`src/rtl/alu_arbiter.sv`:
```
// Round-robin arbiter sharing one external combinational ALU between two requesters.
// Latency: request accepted at the end of the grant cycle; response valid two edges later (3-cycle op at full rate).
// Backpressure: result and flags held until the owner asserts rsp_ready; no new request is taken while busy.
//
// Ports:
//   clk, rst_n                      clock, synchronous active-low reset
//   req_valid/req_ready [1:0]       per-requester request handshake (req_ready one-hot or zero)
//   req_op0/1, req_a0/1, req_b0/1   per-requester ALU control code and operands
//   rsp_valid/rsp_ready [1:0]       per-requester response handshake (rsp_valid one-hot or zero)
//   rsp_data, rsp_zero, rsp_carry   captured ALU result and flags (shared)
//   alu_in_a, alu_in_b, alu_control operand/control registers driven to the ALU
//   alu_out, alu_zero, alu_carry    ALU result and flags
//   grant_cnt0/1                    saturating accepted-request counters
//   busy                            high whenever an operation is in flight
// Build option: define ALU_ARB_FIXED_PRIO_EN to make requester 0 always win a tie.

module alu_arbiter #(
  parameter int CNT_W = 16
) (
  input  logic             clk,
  input  logic             rst_n,
  input  logic [1:0]       req_valid,
  output logic [1:0]       req_ready,
  input  logic [3:0]       req_op0,
  input  logic [3:0]       req_op1,
  input  logic [31:0]      req_a0,
  input  logic [31:0]      req_a1,
  input  logic [31:0]      req_b0,
  input  logic [31:0]      req_b1,
  output logic [1:0]       rsp_valid,
  input  logic [1:0]       rsp_ready,
  output logic [31:0]      rsp_data,
  output logic             rsp_zero,
  output logic             rsp_carry,
  output logic [31:0]      alu_in_a,
  output logic [31:0]      alu_in_b,
  output logic [3:0]       alu_control,
  input  logic [31:0]      alu_out,
  input  logic             alu_zero,
  input  logic             alu_carry,
  output logic [CNT_W-1:0] grant_cnt0,
  output logic [CNT_W-1:0] grant_cnt1,
  output logic             busy
);

  localparam logic [1:0] IDLE = 2'd0;
  localparam logic [1:0] EXEC = 2'd1;
  localparam logic [1:0] RESP = 2'd2;

  localparam logic [CNT_W-1:0] CNT_MAX = {CNT_W{1'b1}};

  logic [1:0]  state;
  logic        owner;
  logic        last_grant;
  logic [3:0]  op_q;
  logic [31:0] a_q;
  logic [31:0] b_q;
  logic        grant_id;
  logic        accept;

  // Winner selection; only meaningful when at least one request is valid.
  always_comb begin
    grant_id = 1'b0;
`ifdef ALU_ARB_FIXED_PRIO_EN
    // Requester 0 wins whenever it is asking.
    grant_id = ~req_valid[0];
`else
    if (&req_valid) begin
      grant_id = ~last_grant;
    end else begin
      grant_id = req_valid[1];
    end
`endif
  end

  always_comb begin
    accept    = (state == IDLE) && (|req_valid);
    req_ready = 2'b00;
    if (accept) begin
      req_ready = grant_id ? 2'b10 : 2'b01;
    end
    rsp_valid = 2'b00;
    if (state == RESP) begin
      rsp_valid = owner ? 2'b10 : 2'b01;
    end
  end

  assign busy        = (state != IDLE);
  assign alu_in_a    = a_q;
  assign alu_in_b    = b_q;
  assign alu_control = op_q;

  always_ff @(posedge clk) begin
    if (!rst_n) begin
      state      <= IDLE;
      owner      <= 1'b0;
      last_grant <= 1'b1;
      op_q       <= 4'd0;
      a_q        <= 32'd0;
      b_q        <= 32'd0;
      rsp_data   <= 32'd0;
      rsp_zero   <= 1'b0;
      rsp_carry  <= 1'b0;
    end else begin
      case (state)
        IDLE: begin
          if (accept) begin
            owner <= grant_id;
            op_q  <= grant_id ? req_op1 : req_op0;
            a_q   <= grant_id ? req_a1  : req_a0;
            b_q   <= grant_id ? req_b1  : req_b0;
            state <= EXEC;
          end
        end
        EXEC: begin
          // ALU inputs have been stable from the operand registers all cycle.
          rsp_data  <= alu_out;
          rsp_zero  <= alu_zero;
          rsp_carry <= alu_carry;
          state     <= RESP;
        end
        RESP: begin
          // Only the owner's ready bit can retire the response.
          if (rsp_ready[owner]) begin
            last_grant <= owner;
            state      <= IDLE;
          end
        end
        default: state <= IDLE;
      endcase
    end
  end

  // Saturating per-requester counts of accepted requests.
  always_ff @(posedge clk) begin
    if (!rst_n) begin
      grant_cnt0 <= '0;
      grant_cnt1 <= '0;
    end else begin
      if (req_ready[0] && (grant_cnt0 != CNT_MAX)) begin
        grant_cnt0 <= grant_cnt0 + CNT_W'(1);
      end
      if (req_ready[1] && (grant_cnt1 != CNT_MAX)) begin
        grant_cnt1 <= grant_cnt1 + CNT_W'(1);
      end
    end
  end

endmodule

```
`config.mk`:
```
export PLATFORM = sky130hd
export DESIGN_NAME = alu_arbiter
export DESIGN_NICKNAME = d
export VERILOG_FILES = /design/src/rtl/alu_arbiter.sv
export SDC_FILE = /design/constraint.sdc
export NUM_CORES = 1
export LEC_CHECK = 0
export ABC_CLOCK_PERIOD_IN_PS = 1700
export CAP_MARGIN = 40
export CORE_MARGIN = 3
export CORE_UTILIZATION = 35
export DETAILED_ROUTE_END_ITERATION = 8
export HOLD_SLACK_MARGIN = 0.03
export PLACE_DENSITY = 0.78
export REMOVE_ABC_BUFFERS = 1
export SETUP_SLACK_MARGIN = 0.3
export SLEW_MARGIN = 40
export SYNTH_ARGS = -nofsm -noshare
export SYNTH_HDL_FRONTEND = slang
export SYNTH_SLANG_ARGS = --single-unit
```
`constraint.sdc`:
```
create_clock -name clk -period 1.7 [get_ports clk]
set_clock_uncertainty 0.05 [all_clocks]
set_input_delay 0.34 -clock clk [delete_from_list [all_inputs] [get_ports clk]]
set_output_delay 0.34 -clock clk [all_outputs]
set_load 0.03 [all_outputs]
```
==> flow_summary.ini <==
[sta]
hold_violations = 0
post-route-min-period_ps = 1812
setup_tns_ps = -1664
slew_headroom_pct = 68.40
setup_ws_ps = -111.7
worst_pin_slew_ps = 472.3
timing.fmax_ghz = 0.5520
whs_ps = 400.3
rsz0062_at_grt = yes
slew_violations = 0
period_share_pct = 106.6
setup_viol = 35

[setup_path]
cpPeakStageDelay_ps = 360
path_cells = a211oi_4 > nand2_4 > inv_4 > buf_8
worstSetupPathType = flop to output port
start_kind = flop
cp_max_fo = 4
crit_slowest_cell = dfxtp_4
arrival_ps = 1420
cp-end-kind = output port
crit_required_ps = 1310

[placement]
io_buffers = 314
place_hpwl_um = 14630
gp_congestion = 0.8308
placed_cells = 1130
dp_worst_setup_slack_ps = -488.0
place_area_um2 = 9171

[global_routing]
grt_pass1_wl_um = 33560
grt_max_degree = 60
gr-total-overflow = 0
grt_pass1_vias = 6213
grtUsageTotal_pct = 25.26
antenna_found_initial = 0

[clock_tree]
cts_buffers = 17
ctsLongestPathBuffers = 2
cts_root_buffer = clkbuf_16
postCtsHoldBufs = 0
clkLatencyLatePin_ps = 420
cts_sinks = 138
cts_tree = done
clk_transition_reported_paths_ps = 60
htree_levels = 4

[layout]
layout-drive-gt1-share_pct = 39.00
final_cell_mix = 173 x clkdlybuf4s50_1, 101 x dfxtp_1, 92 x buf_2
seqCellArea_um2 = 2849
multi_input_area_um2 = 3008
diodes = 0
area_growth_pct = 99.73
fillers = 1096
fin_area_um2 = 10940
fin_cells = 1234
nets = 1188
layout_commonest_cell = clkdlybuf4s50_1

[pwr]
powerDensity_nw_per_um2 = 945.3
power_leakage_nw = 4.456
vdd_ir_drop_max_mv = 0.6562

[logic_synthesis]
ys_warn_count = 0
syn_area_um2 = 5475
synth_edf_count = 0
synth_cell_types = 42
ys.flop_type = dfxtp_1
syn_area_per_cell_um2 = 9.005
synthArstFlopShare_pct = 0
ys_ff_latch = 138
synth_seq_area_share_pct = 50.46
synthCells = 608

[floorplanning]
die_w_um = 131.1
pin_count = 315
rows = 45
core_area_um2 = 15260
die_y_um = 131.1
dieArea_um2 = 17180
initial_core_util_pct = 35.88

[job]
cap_violations = 0

[route]
wl_per_cell_um = 21.26
antenna_left = 0
drtPass1Iterations = 9
vias_per_cell = 5.589
vias = 6897
drtIter0Drc = 698
drc = 0
wl_um = 26230

[run_status]
violations = setup timing
status = complete, but fails checks

[min_path]
min_path_type = flop to flop
-- kinds of logic (layout without fill, tap and decap cells) --
family                     after synthesis  after routing  share of synthesized area, %
and+or+nand+nor                        246            246                         21.46
AOI/OAI and AO/OA                      154            155                         21.64
adders and majority gates                2              2                        0.4570
DFF                                    138            138                         50.46
muxes                                   10             10                         1.828
buffers and inverters                   58            472                         4.159
-- worst max-delay path: cells and delay by family, from the launching register on --
kind / cells / cell delay, ps
buffers and inverters: 2 / 220
DFF: 1 / 360
AOI/OAI and AO/OA: 1 / 290
and+or+nand+nor: 1 / 130
-- sequential cells by signal (all words and copies together) (netlist names) --
register     cells
last_grant       1
rsp_zero         1
alu_in_b        32
grant_cnt0      16
rsp_carry        1
state            2
alu_in_a        32
rsp_data        32
alu_control      4
owner            1
grant_cnt1      16
-- report_power, final --
group	switching (mW)	leakage, nW	internal (mW)
Combinational	1.45	3.02	1.44
Clock	1.49	0.290	2.36
Sequential	0.144	1.15	3.46
Total	3.08	4.46	7.25
-- what timing repair did --
action	4_1_cts	5_1_grt
setup buffers	19	30
gates resized for setup	832	105
pin swaps	99	77
endpoints found under the setup margin	240	133
cloned	10	13
-- final cells by class --
type	instances	area share [%]
multi-input cells	413	27.51
repair buffers	432	38.12
flip-flops and latches	138	26.05
clock buffers	19	4.050
well taps	211	2.414
clock inverters	13	1.522
inverters	8	0.3318
-- synth_stat cells (all sizes together), types with 12 or more instances --
cell type  number  area [um^2]
o31ai          14        105.1
a222oi         68        680.7
nor2           75        284.0
clkbuf         46        172.7
nand2          88        332.8
nand2b         12        75.07
or4            14        105.1
dfxtp         138         2763
nand3          12        65.06
nand4          12        87.58
a21oi          56        280.3
-- layer usage --
layer  up-vias  GRT usage [%]  share of wire [%]
li1       3124              -                  -
met1      3357          29.11                 36
met2       365          44.53                 53
met3        51          7.091                8.6
met4         0          9.256                2.3
met5         -              0                  0
-- metrics by stage --
stage | power, mW | utilization (%)
6_report | 10.34 | 71.67
5_1_grt | 10.66 | 71.67
4_1_cts | 10.01 | 65.94
3_5_place_dp | 5.985 | 60.11
3_3_place_gp | 5.966 | 60.11
2_1_floorplan | 4.701 | -
-- final timing paths --
kind | from | to | slack (ps) | cells past startpoint
max | state[1] | req_ready[1] | -110 | 4
min | rsp_data[22] | rsp_data[22] | 400 | 2
min reg2reg | rsp_data[22] | rsp_data[22] | 400 | 2
max reg2reg | grant_cnt0[1] | grant_cnt0[5] | -110 | 7
Note: power is estimated with default switching activity, not from simulation.
